## src/rtl/pipe_ctrl_decoder.sv

```systemverilog
// Pipelined main control: decodes the ID opcode and carries controls through EX/MEM/WB with valid bits.
// Latency ID->EX 1, ->MEM 2, ->WB 3 cycles; load-use hazards hold ID for one cycle and insert an EX bubble.
module pipe_ctrl_decoder #(
  parameter int OP_W      = 6,
  parameter int REG_W     = 5,
  parameter int CNT_W     = 16,
  parameter bit LU_DET_EN = 1'b1
) (
  input  logic             clk_i,
  input  logic             rst_i,
  input  logic             id_valid_i,
  input  logic [OP_W-1:0]  instr_op_i,
  input  logic [REG_W-1:0] id_rs_i,
  input  logic [REG_W-1:0] id_rt_i,
  input  logic             flush_i,
  output logic             stall_o,
  output logic             ex_valid_o,
  output logic [1:0]       ex_alu_op_o,
  output logic             ex_alusrc_o,
  output logic [1:0]       ex_regdst_o,
  output logic [1:0]       ex_branch_o,
  output logic             ex_jump_o,
  output logic             ex_illegal_o,
  output logic [REG_W-1:0] ex_rt_o,
  output logic             mem_valid_o,
  output logic             mem_read_o,
  output logic             mem_write_o,
  output logic             wb_valid_o,
  output logic             wb_regwrite_o,
  output logic [1:0]       wb_memtoreg_o,
  output logic [CNT_W-1:0] stall_cnt_o
);

  localparam logic [OP_W-1:0] OP_R    = OP_W'(6'b000000);
  localparam logic [OP_W-1:0] OP_ADDI = OP_W'(6'b001001);
  localparam logic [OP_W-1:0] OP_LW   = OP_W'(6'b101100);
  localparam logic [OP_W-1:0] OP_SW   = OP_W'(6'b100100);
  localparam logic [OP_W-1:0] OP_BEQ  = OP_W'(6'b000110);
  localparam logic [OP_W-1:0] OP_BNE  = OP_W'(6'b000101);
  localparam logic [OP_W-1:0] OP_J    = OP_W'(6'b000111);
  localparam logic [OP_W-1:0] OP_JAL  = OP_W'(6'b000011);

  typedef struct packed {
    logic [1:0] alu_op;
    logic       alusrc;
    logic [1:0] regdst;
    logic [1:0] branch;
    logic       jump;
    logic       illegal;
    logic       mread;
    logic       mwrite;
    logic       regwrite;
    logic [1:0] memtoreg;
  } ctrl_t;

  ctrl_t            dec;
  logic             uses_rs;
  logic             uses_rt;
  ctrl_t            ex_ctrl;
  logic             ex_valid;
  logic [REG_W-1:0] ex_rt;
  logic             mem_valid;
  logic             mem_read;
  logic             mem_write;
  logic             mem_regwrite;
  logic [1:0]       mem_memtoreg;
  logic             wb_valid;
  logic             wb_regwrite;
  logic [1:0]       wb_memtoreg;
  logic [CNT_W-1:0] stall_cnt;
  logic             hazard;

  always_comb begin
    dec     = '0;
    uses_rs = 1'b0;
    uses_rt = 1'b0;
    case (instr_op_i)
      OP_R: begin
        dec.alu_op = 2'b10; dec.regdst = 2'b01; dec.regwrite = 1'b1;
        uses_rs = 1'b1; uses_rt = 1'b1;
      end
      OP_ADDI: begin
        dec.alusrc = 1'b1; dec.regwrite = 1'b1;
        uses_rs = 1'b1;
      end
      OP_LW: begin
        dec.alusrc = 1'b1; dec.mread = 1'b1; dec.regwrite = 1'b1; dec.memtoreg = 2'b01;
        uses_rs = 1'b1;
      end
      OP_SW: begin
        dec.alusrc = 1'b1; dec.mwrite = 1'b1;
        uses_rs = 1'b1; uses_rt = 1'b1;
      end
      OP_BEQ: begin
        dec.alu_op = 2'b01; dec.branch = 2'b01;
        uses_rs = 1'b1; uses_rt = 1'b1;
      end
      OP_BNE: begin
        dec.alu_op = 2'b01; dec.branch = 2'b10;
        uses_rs = 1'b1; uses_rt = 1'b1;
      end
      OP_J: dec.jump = 1'b1;
      OP_JAL: begin
        dec.regdst = 2'b10; dec.jump = 1'b1; dec.regwrite = 1'b1; dec.memtoreg = 2'b10;
      end
      default: dec.illegal = 1'b1;
    endcase
  end

  // Only lw sets mread, so it identifies a load sitting in EX.
  assign hazard = LU_DET_EN && ex_valid && ex_ctrl.mread && (ex_rt != '0) && id_valid_i &&
                  ((uses_rs && (ex_rt == id_rs_i)) || (uses_rt && (ex_rt == id_rt_i)));
  assign stall_o = hazard && !flush_i;

  always_ff @(posedge clk_i or posedge rst_i) begin
    if (rst_i) begin
      ex_valid     <= 1'b0;
      ex_ctrl      <= '0;
      ex_rt        <= '0;
      mem_valid    <= 1'b0;
      mem_read     <= 1'b0;
      mem_write    <= 1'b0;
      mem_regwrite <= 1'b0;
      mem_memtoreg <= 2'b00;
      wb_valid     <= 1'b0;
      wb_regwrite  <= 1'b0;
      wb_memtoreg  <= 2'b00;
      stall_cnt    <= '0;
    end else begin
      if (flush_i || stall_o || !id_valid_i) begin
        ex_valid <= 1'b0;
        ex_ctrl  <= '0;
        ex_rt    <= '0;
      end else begin
        ex_valid <= 1'b1;
        ex_ctrl  <= dec;
        ex_rt    <= id_rt_i;
      end
      mem_valid    <= ex_valid;
      mem_read     <= ex_ctrl.mread;
      mem_write    <= ex_ctrl.mwrite;
      mem_regwrite <= ex_ctrl.regwrite;
      mem_memtoreg <= ex_ctrl.memtoreg;
      wb_valid     <= mem_valid;
      wb_regwrite  <= mem_regwrite;
      wb_memtoreg  <= mem_memtoreg;
      if (stall_o && (stall_cnt != '1)) stall_cnt <= stall_cnt + CNT_W'(1);
    end
  end

  assign ex_valid_o    = ex_valid;
  assign ex_alu_op_o   = ex_ctrl.alu_op;
  assign ex_alusrc_o   = ex_ctrl.alusrc;
  assign ex_regdst_o   = ex_ctrl.regdst;
  assign ex_branch_o   = ex_ctrl.branch;
  assign ex_jump_o     = ex_ctrl.jump;
  assign ex_illegal_o  = ex_ctrl.illegal;
  assign ex_rt_o       = ex_rt;
  assign mem_valid_o   = mem_valid;
  assign mem_read_o    = mem_read;
  assign mem_write_o   = mem_write;
  assign wb_valid_o    = wb_valid;
  assign wb_regwrite_o = wb_regwrite;
  assign wb_memtoreg_o = wb_memtoreg;
  assign stall_cnt_o   = stall_cnt;

endmodule

```

## config.mk

```make
export PLATFORM = sky130hd
export DESIGN_NAME = pipe_ctrl_decoder
export DESIGN_NICKNAME = d
export VERILOG_FILES = /design/src/rtl/pipe_ctrl_decoder.sv
export SDC_FILE = /design/constraint.sdc
export NUM_CORES = 1
export LEC_CHECK = 0
export ABC_AREA = 0
export CORE_MARGIN = 3
export CORE_UTILIZATION = 40
export CTS_CLUSTER_DIAMETER = 100
export DETAILED_ROUTE_END_ITERATION = 8
export GPL_ROUTABILITY_DRIVEN = 1
export PLACE_DENSITY = 0.71
export REMOVE_ABC_BUFFERS = 1
export SYNTH_ARGS = -nofsm -noshare
export SYNTH_HDL_FRONTEND = slang
export SYNTH_SLANG_ARGS = --single-unit
```

## constraint.sdc

```tcl
create_clock -name clk_i -period 2.7 [get_ports clk_i]
set_clock_uncertainty 0.2 [all_clocks]
set_input_delay 0.675 -clock clk_i [delete_from_list [all_inputs] [get_ports clk_i]]
set_output_delay 0.675 -clock clk_i [all_outputs]
set_load 0.005 [all_outputs]
```

==> flow_summary.json <==
{
  "status": "finished, violations left",
  "violations": "setup timing",
  "worstPathMaxFanout": 4,
  "layout_min_cycle_time_ns": 2.81,
  "post-synth-top-area-fraction": 0.503,
  "min_to": "wb_memtoreg_o[1]",
  "synth_area_mm2": 0.00219,
  "synth_area_leader_cell": "dfrtp_1",
  "finalHoldViolCount": 0,
  "die_y_um": 79.9,
  "grt_max_degree": 30,
  "power_density_mw_per_mm2": 401,
  "port-buffer-count": 58,
  "ant_nets": 0,
  "grt_usage": 0.158,
  "ys_seq_elements": 44,
  "initial_core_util": 0.420,
  "critPathTopFamily": "simple AND/OR/NAND/NOR gates",
  "synth_common_cells": "dfrtp_1, nor2_1, xor2_1, xnor2_1, nand3_1",
  "synthTopCellsByArea": "dfrtp_1, xor2_1, xnor2_1",
  "cts_buffers": 5,
  "cap_viol_max_count": 0,
  "clock_sinks": 44,
  "slew_headroom": 0.687,
  "startpoint_type": "primary input",
  "cts_buffer_depth": 2,
  "antennaDiodeCount": 0,
  "drive_gt1_frac": 0.267,
  "vdd_drop_max_mv": 0.194,
  "area_delta_synth_final_pct": 44.1,
  "synth-edff-count": 0,
  "hp-class": "reg -> reg",
  "yosysWarningCount": 0,
  "drtIter0Drc": 90,
  "fin_crit_sh": 1.04,
  "clock.fmax_mhz": 356,
  "num_io_pins": 59,
  "setup_ws_ns": -0.108,
  "gp_congestion": 0.826,
  "post-route-drc-count": 0,
  "reg2reg_to": "ex_alusrc_o",
  "die_w_um": 79.9,
  "clk_pin_slew_worst_paths_ns": 0.07,
  "synth_ff_type": "dfrtp_1",
  "drt-total-wl_mm": 4.72,
  "hold_buffers": 0,
  "yosysMostFrequentCell": "dfrtp_1",
  "rows": 26,
  "insertion_delay_ns": 0.29,
  "wl_per_cell_um": 13.6,
  "postSynthCellCount": 195,
  "cts_tree": "built",
  "async_flop_share": 1.00,
  "ys_types": 40,
  "r2r-start": "ex_rt_o[3]",
  "min-delay-start": "mem_memtoreg[1]",
  "setup_viol": 1,
  "dieArea_mm2": 0.00639,
  "firstDrtPassIters": 4,
  "ys_seq_area_frac": 0.503,
  "hold-path-cell-count": 0,
  "crit_type": "in -> out",
  "reg2reg_depth": 7,
  "holdWs_ns": 0.154,
  "p_leak_nw": 1.43,
  "cp_slowest_cell": "or4_4",
  "slowest_delay_ns": 0.43,
  "nNetsFinal": 297,
  "overflow": 0,
  "r2r_slack_ns": 0.04,
  "vias": 1730,
  "crit_chain": "clkdlybuf4s15_1 > or4_4 > o311a_1 > o22ai_2 > a22oi_4 > nor2_2 > buf_2",
  "endpoint_kind": "primary output",
  "tightest_slew_ns": 0.467,
  "required_ns": 1.82,
  "core_area_mm2": 0.00520,
  "grt_antenna_before_repair": 0,
  "post-dp-hpwl_mm": 3.48,
  "root_buffer": "clkbuf_8",
  "p_total_mw": 1.26,
  "grt_pass1_wl_mm": 7.99,
  "vias_per_cell": 4.99,
  "crit_arrival_ns": 1.93,
  "drv_slew": 0,
  "avgSynthCellArea_um2": 11.2,
  "critical_path_buf_inv_count": 2,
  "grt_pass1_vias": 1742,
  "ctsHtreeMaxLevel": 2,
  "grt_setup_unrepaired": "true",
  "dp_slack_ns": -0.905
}
[metal layers]
layer  vias up  track usage  wire length (um)
met2        55        0.252              2220
met4         0       0.0625               122
met1       823        0.210              2130
li1        840            -                 -
met5         -            0                 0
met3        12       0.0316               249
[stage by stage]
step / setup TNS (ns) / util / instances / area, um^2
finish: -0.108 / 0.606 / 347 / 3150
global route: -0.371 / 0.606 / 347 / 3150
CTS: -0.167 / 0.601 / 348 / 3130
detailed placement: -11.91 / 0.571 / 335 / 2970
global placement: -10.27 / 0.571 / 335 / 2970
floorplan: -0.0652 / - / 179 / 2080
[kinds of logic after synthesis]
kind of cell    after synthesis  synth area share
compound gates                9            0.0429
flops                        44             0.503
buf+inv                      23            0.0612
simple gates                 88             0.261
fa+ha+maj                     2            0.0103
xor+xnor                     25             0.100
mux                           4            0.0206
[report_power, final]
| group | internal [mW] | switching, mW | total (mW) |
|---|---|---|---|
| Clock | 0.209 | 0.219 | 0.428 |
| Sequential | 0.666 | 0.00510 | 0.671 |
| Combinational | 0.0848 | 0.0782 | 0.163 |
[flip-flops by register name (all words and copies together) (netlist names), 2 cells and up]
signal         cells
wb_memtoreg_o      2
ex_regdst_o        2
ex_branch_o        2
ex_alu_op_o        2
ex_rt_o            5
stall_cnt_o       16
ex_ctrl            4
[cell type report]
cell class                 instances  area [um^2]
multi-input combinational        128         1030
fill                             445         2050
inverter                           7         26.3
timing repair buffer              90          807
clock inverter                     2         13.8
clock buffer                       6         82.6
sequential                        44         1100
tap                               70         87.6
[layout by cell type (no fill, tap or decap), types with 7 or more instances in the layout]
cell type	netlist	routed
dfrtp_1	44	44
clkdlybuf4s50_1	0	42
buf_4	6	30
nor2_1	14	13
xor2_1	13	12
xnor2_1	12	11
nand3_1	11	10
dlygate4sd2_1	0	10
nand2_1	9	9
nand4_1	7	7
nor4_2	7	7
and3_1	7	7
[worst max-delay path by stage]
| stage | startpoint | endpoint | slack (ns) | cells past startpoint |
|---|---|---|---|---|
| 2_1_floorplan | ex_rt_o[1] | stall_o | -0.06 | 5 |
| 5_1_grt | ex_rt_o[3] | stall_o | -0.19 | 6 |
| 3_3_place_gp | instr_op_i[0] | stall_o | -0.88 | 7 |
| 3_5_place_dp | instr_op_i[2] | stall_o | -0.90 | 7 |
| 4_1_cts | ex_rt_o[3] | stall_o | -0.15 | 6 |
| 6_report | instr_op_i[5] | stall_o | -0.11 | 7 |
[repair_timing]
action,4_1_cts,5_1_grt
resized for setup,38,5
pin swaps,17,6
setup endpoints to repair,25,10
cloned,0,0
setup buffers,7,0
Power figures use the tool's default switching activity.
